## src/rtl/seg_display_pager.sv

```systemverilog
// Multi-page 7-segment display controller with manual, step and timed
// page selection, per-page leading-zero blanking and whole-display blink.
module seg_display_pager #(
    parameter int DIGITS = 4,
    parameter int PAGES  = 4,
    parameter int DWELL  = 300,
    parameter int BLINK  = 50,
    parameter int PW     = (PAGES > 1) ? $clog2(PAGES) : 1
) (
    input  logic                    clk,
    input  logic                    rst,
    input  logic                    clk_en,
    input  logic [PAGES*DIGITS*4-1:0] page_bcd,
    input  logic [PAGES*DIGITS*7-1:0] page_raw,
    input  logic [PAGES*DIGITS-1:0] page_raw_en,
    input  logic [PAGES-1:0]        lz_blank,
    input  logic                    auto_rot,
    input  logic                    step,
    input  logic [PW-1:0]           page_sel,
    input  logic                    page_sel_valid,
    input  logic                    blink_en,
    output logic [DIGITS*7-1:0]     hex,
    output logic [PW-1:0]           page_cur
);

    localparam int DW = (DWELL > 1) ? $clog2(DWELL) : 1;
    localparam int BW = (BLINK > 1) ? $clog2(BLINK) : 1;

    logic [DW-1:0] dwell;
    logic [BW-1:0] blink_cnt;
    logic          phase;
    logic          step_q;
    logic          step_edge;
    logic          dwell_wrap;
    logic [PW-1:0] page_inc;

    logic [DIGITS*7-1:0] hex_d;
    logic                lead;
    logic [3:0]          bcd;
    logic [6:0]          raw;
    logic                ren;
    logic [6:0]          glyph;
    int                  idx;

    function automatic logic [6:0] seg7(input logic [3:0] v);
        logic [6:0] s;
        unique case (v)
            4'h0: s = 7'h40;
            4'h1: s = 7'h79;
            4'h2: s = 7'h24;
            4'h3: s = 7'h30;
            4'h4: s = 7'h19;
            4'h5: s = 7'h12;
            4'h6: s = 7'h02;
            4'h7: s = 7'h78;
            4'h8: s = 7'h00;
            4'h9: s = 7'h10;
            4'hA: s = 7'h08;
            4'hB: s = 7'h03;
            4'hC: s = 7'h46;
            4'hD: s = 7'h21;
            4'hE: s = 7'h06;
            default: s = 7'h0E;
        endcase
        return s;
    endfunction

    assign step_edge  = step & ~step_q;
    assign dwell_wrap = auto_rot & clk_en & (dwell == DW'(DWELL - 1));
    assign page_inc   = (page_cur == PW'(PAGES - 1)) ? '0 : page_cur + 1'b1;

    // Page selection with priority strobe > step edge > auto wrap
    always_ff @(posedge clk) begin
        if (rst) begin
            page_cur <= '0;
            dwell    <= '0;
            step_q   <= 1'b1;
        end else begin
            step_q <= step;
            if (page_sel_valid) begin
                if (int'(page_sel) < PAGES)
                    page_cur <= page_sel;
                dwell <= '0;
            end else if (step_edge) begin
                page_cur <= page_inc;
                dwell    <= '0;
            end else if (dwell_wrap) begin
                page_cur <= page_inc;
                dwell    <= '0;
            end else if (!auto_rot) begin
                dwell <= '0;
            end else if (clk_en) begin
                dwell <= dwell + 1'b1;
            end
        end
    end

    // Blink half-period counter; phase=1 means display blanked
    always_ff @(posedge clk) begin
        if (rst || !blink_en) begin
            blink_cnt <= '0;
            phase     <= 1'b0;
        end else if (clk_en) begin
            if (blink_cnt == BW'(BLINK - 1)) begin
                blink_cnt <= '0;
                phase     <= ~phase;
            end else begin
                blink_cnt <= blink_cnt + 1'b1;
            end
        end
    end

    // Decode the current page, blanking leading zeros from the top digit
    always_comb begin
        hex_d = '1;
        lead  = 1'b1;
        bcd   = '0;
        raw   = '0;
        ren   = 1'b0;
        glyph = 7'h7F;
        idx   = 0;
        for (int d = DIGITS - 1; d >= 0; d--) begin
            idx = int'(page_cur) * DIGITS + d;
            bcd = page_bcd[idx*4 +: 4];
            raw = page_raw[idx*7 +: 7];
            ren = page_raw_en[idx];
            if (lz_blank[page_cur] && lead && !ren &&
                bcd == 4'd0 && d != 0) begin
                glyph = 7'h7F;
            end else begin
                lead  = 1'b0;
                glyph = ren ? ~raw : seg7(bcd);
            end
            if (!(blink_en && phase))
                hex_d[d*7 +: 7] = glyph;
        end
    end

    // Registered segment outputs
    always_ff @(posedge clk) begin
        if (rst)
            hex <= '1;
        else
            hex <= hex_d;
    end

endmodule

```

## config.mk

```make
export PLATFORM = sky130hd
export DESIGN_NAME = seg_display_pager
export DESIGN_NICKNAME = d
export VERILOG_FILES = /design/src/rtl/seg_display_pager.sv
export SDC_FILE = /design/constraint.sdc
export NUM_CORES = 1
export LEC_CHECK = 0
export CAP_MARGIN = 0
export CORE_ASPECT_RATIO = 1.2
export CORE_UTILIZATION = 42
export CTS_CLUSTER_SIZE = 20
export DETAILED_ROUTE_END_ITERATION = 10
export PLACE_DENSITY = 0.85
export SLEW_MARGIN = 30
export SYNTH_ARGS = -nofsm -noshare
export SYNTH_HDL_FRONTEND = slang
export SYNTH_SLANG_ARGS = --single-unit
```

## constraint.sdc

```tcl
create_clock -name clk -period 6.9 [get_ports clk]
set_input_delay 1.035 -clock clk [delete_from_list [all_inputs] [get_ports clk]]
set_output_delay 1.035 -clock clk [all_outputs]
set_load 0.02 [all_outputs]
```

==> flow_summary.toml <==
[outcome]
status = "complete, no violations"

[grt]
grt_overflow = 0
antenna_found_initial = 0
grt_pass1_wl_microns = 19570
grt_pass1_vias = 4248
track_usage_pct = 24.99
grt_max_degree = 32

[worst_setup_path]
r2r_end = "hex[8]"
endpoint_kind = "register"
worst-endpoint-required_ns = 7.15
slowest_delay_ns = 0.70
r2r_slack_ns = 3.50
reg2regPathDepth = 9
crit_fanout = 31
worstReg2RegStart = "page_cur[0]"
crit_type = "reg2reg"
cp.arrival_ns = 3.65
start_kind = "register"
path_buf_inv = 2
cpMaxStageDelayCell = "dfxtp_4"
path_delay_family = "compound AO/OA/AOI/OAI gates"
crit_chain = "buf_4, mux4_2, inv_1, ha_1, nand2_1, o22ai_1, nand4_1, o31a_1, o21ai_1"

[timing]
fmax_ghz = 0.2941
rsz0062_at_grt = "false"
skew_ns = 0.007238
finalHoldViolCount = 0
drv_slew = 0
tns_ns = 0
slew_headroom_pct = 57.96
period_minus_slack_ns = 3.400
finalSetupViolCount = 0
post-route-period-util_pct = 49.27
worst_pin_slew_ns = 0.6306

[detailed_routing]
vias_per_cell = 5.440
route.detailed.drc = 0
drt_iter0_drc = 162
wl_per_cell_microns = 16.58
drt_wl_total_microns = 12350
postRouteAntennaNets = 0
vias = 4053
dr.pass1.iters = 4

[synth]
synth_cells = 406
synth_top_flop_cell = "dfxtp_1"
ys_seq_area_share_pct = 23.51
synth_edf_count = 0
yosysWarningCount = 0
synth_cell_types = 49
postSynthNetCount = 637
synth.area.top_cells = "mux4_2 (27%), dfxtp_1 (24%), ha_1 (8.1%)"
netlist_area_sq_um = 4001
synth_top_area_cell = "mux4_2"
ys_ff_latch = 47
synth.top_cell.area_share_pct = 27.02
synthArstFlopShare_pct = 0
syn_area_per_cell_sq_um = 9.856

[layout]
layout.nets = 855
utilization_pct = 71.35
layout_common_cells = "clkdlybuf4s50_1 (234), mux4_2 (48), dfxtp_1 (45)"
drive_gt1_share_pct = 11.68
multi_input_area_sq_um = 2880
num_antenna_cells = 0
seqCellArea_sq_um = 945.9
design_area_sq_um = 6514
final_common_cell = "clkdlybuf4s50_1"
fin_cells = 745
area_growth_pct = 62.79
fillers = 707

[placed_design]
port-buffer-count = 234
gp_congestion = 0.8747
place_hpwl_microns = 10330
placed_cells = 737
placed_area_sq_um = 6394

[clocking]
cts_buffer_depth = 2
hold_buffers = 0
clkLatencyLatePin_ns = 0.30
cts_made_buffers = 5
root_buffer = "clkbuf_8"
post_cts_buffers = 0
cts_tree = "done"
cts.sinks = 47
htreeDepth = 2
cts_resized = 0
clk_pin_slew_worst_paths_ns = 0.10

[die]
die_area_sq_um = 9923
die_h_microns = 108.9
floorplan.core_area_sq_um = 9129
io_pins = 235
start_util_pct = 43.83
die_w_microns = 91.10
row_count = 38

[power_and_ir_drop]
p_leak_nw = 2.436
p_per_area_nw_per_um2 = 158.4
ir_drop_mv = 0.07453

[hold_path]
holdCritPathClass = "reg2reg"
min_to = "dwell[8]"
hp-start = "dwell[8]"
hold_depth = 2

[job]
cap_violations = 0
==> power breakdown <==
group / internal, mW / switching (mW)
Combinational: 0.286 / 0.215
Clock: 0.110 / 0.0996
Sequential: 0.300 / 0.0215
Total: 0.696 / 0.336
==> area by class of cell <==
cell class	count	area share [%]
inverter	17	0.9796
timing repair buffer	236	36.19
sequential	47	14.52
clock inverter	3	0.7299
clock buffer	5	1.056
multi-input combinational	317	44.22
tap	120	2.305
==> state kept, by name (all words and copies together), names as in the netlist <==
register   cells
page_cur       2
step_q         1
blink_cnt      6
phase          1
hex           28
dwell          9
==> how the worst max path moves through the flow <==
stage,depth (start not counted),from,to,slack (ns)
floorplan,11,page_cur[0],hex[8],4.06
detailed placement,9,page_bcd[12],hex[8],3.36
CTS,9,page_cur[0],hex[8],3.39
finish,9,page_cur[0],hex[8],3.50
global placement,9,page_bcd[13],hex[8],3.46
global route,9,page_cur[0],hex[8],3.14
==> synthesized netlist by cell type, drive strengths merged, types with 3 or more instances <==
cell type	count
o21ai	33
nand3b	4
nor3	7
a31oi	3
and2	11
nor2	36
a221oi	3
xnor2	6
clkbuf	15
ha	26
nand4	6
nand2b	10
and3	4
inv	17
dfxtp	47
o31ai	3
mux4	48
or2	3
a2111oi	3
a211oi	3
mux2i	18
nand2	42
buf	10
o22ai	8
mux2	6
xor2	7
a21oi	7
==> per-layer routing <==
layer / vias to the layer above / track usage (%) / share of wire [%]
li1: 1951 / - / -
met2: 158 / 52.92 / 57
met3: 14 / 3.347 / 5.2
met4: 0 / 6.349 / 1.3
met5: - / 0 / 0
met1: 1930 / 25.29 / 36
==> logic make-up after synthesis <==
kind of cell	after synthesis	share of synthesized area, %
AOI/OAI and AO/OA	73	11.35
xor gates and xnor gates	13	2.846
adders and majority gates	27	8.380
buffers and inverters	42	4.596
DFF	47	23.51
muxes	72	33.21
and+or+nand+nor	132	16.10
==> worst min-delay path, stage by stage, from the launching register on <==
cell and delay (ns):
dfxtp_1 0.36, xnor2_1 0.08, nor2_1 0.07
==> through the flow <==
step	hold slack, ns	setup WS [ns]	total power [mW]
after floorplan	0.4757	4.065	0.6079
after global placement	0.5006	3.464	0.8140
after detailed placement	0.5127	3.361	0.8297
after CTS	0.5429	3.395	1.042
after global routing	0.5753	3.138	1.092
final	0.5331	3.500	1.032
Note: power is estimated with default switching activity, not from simulation.
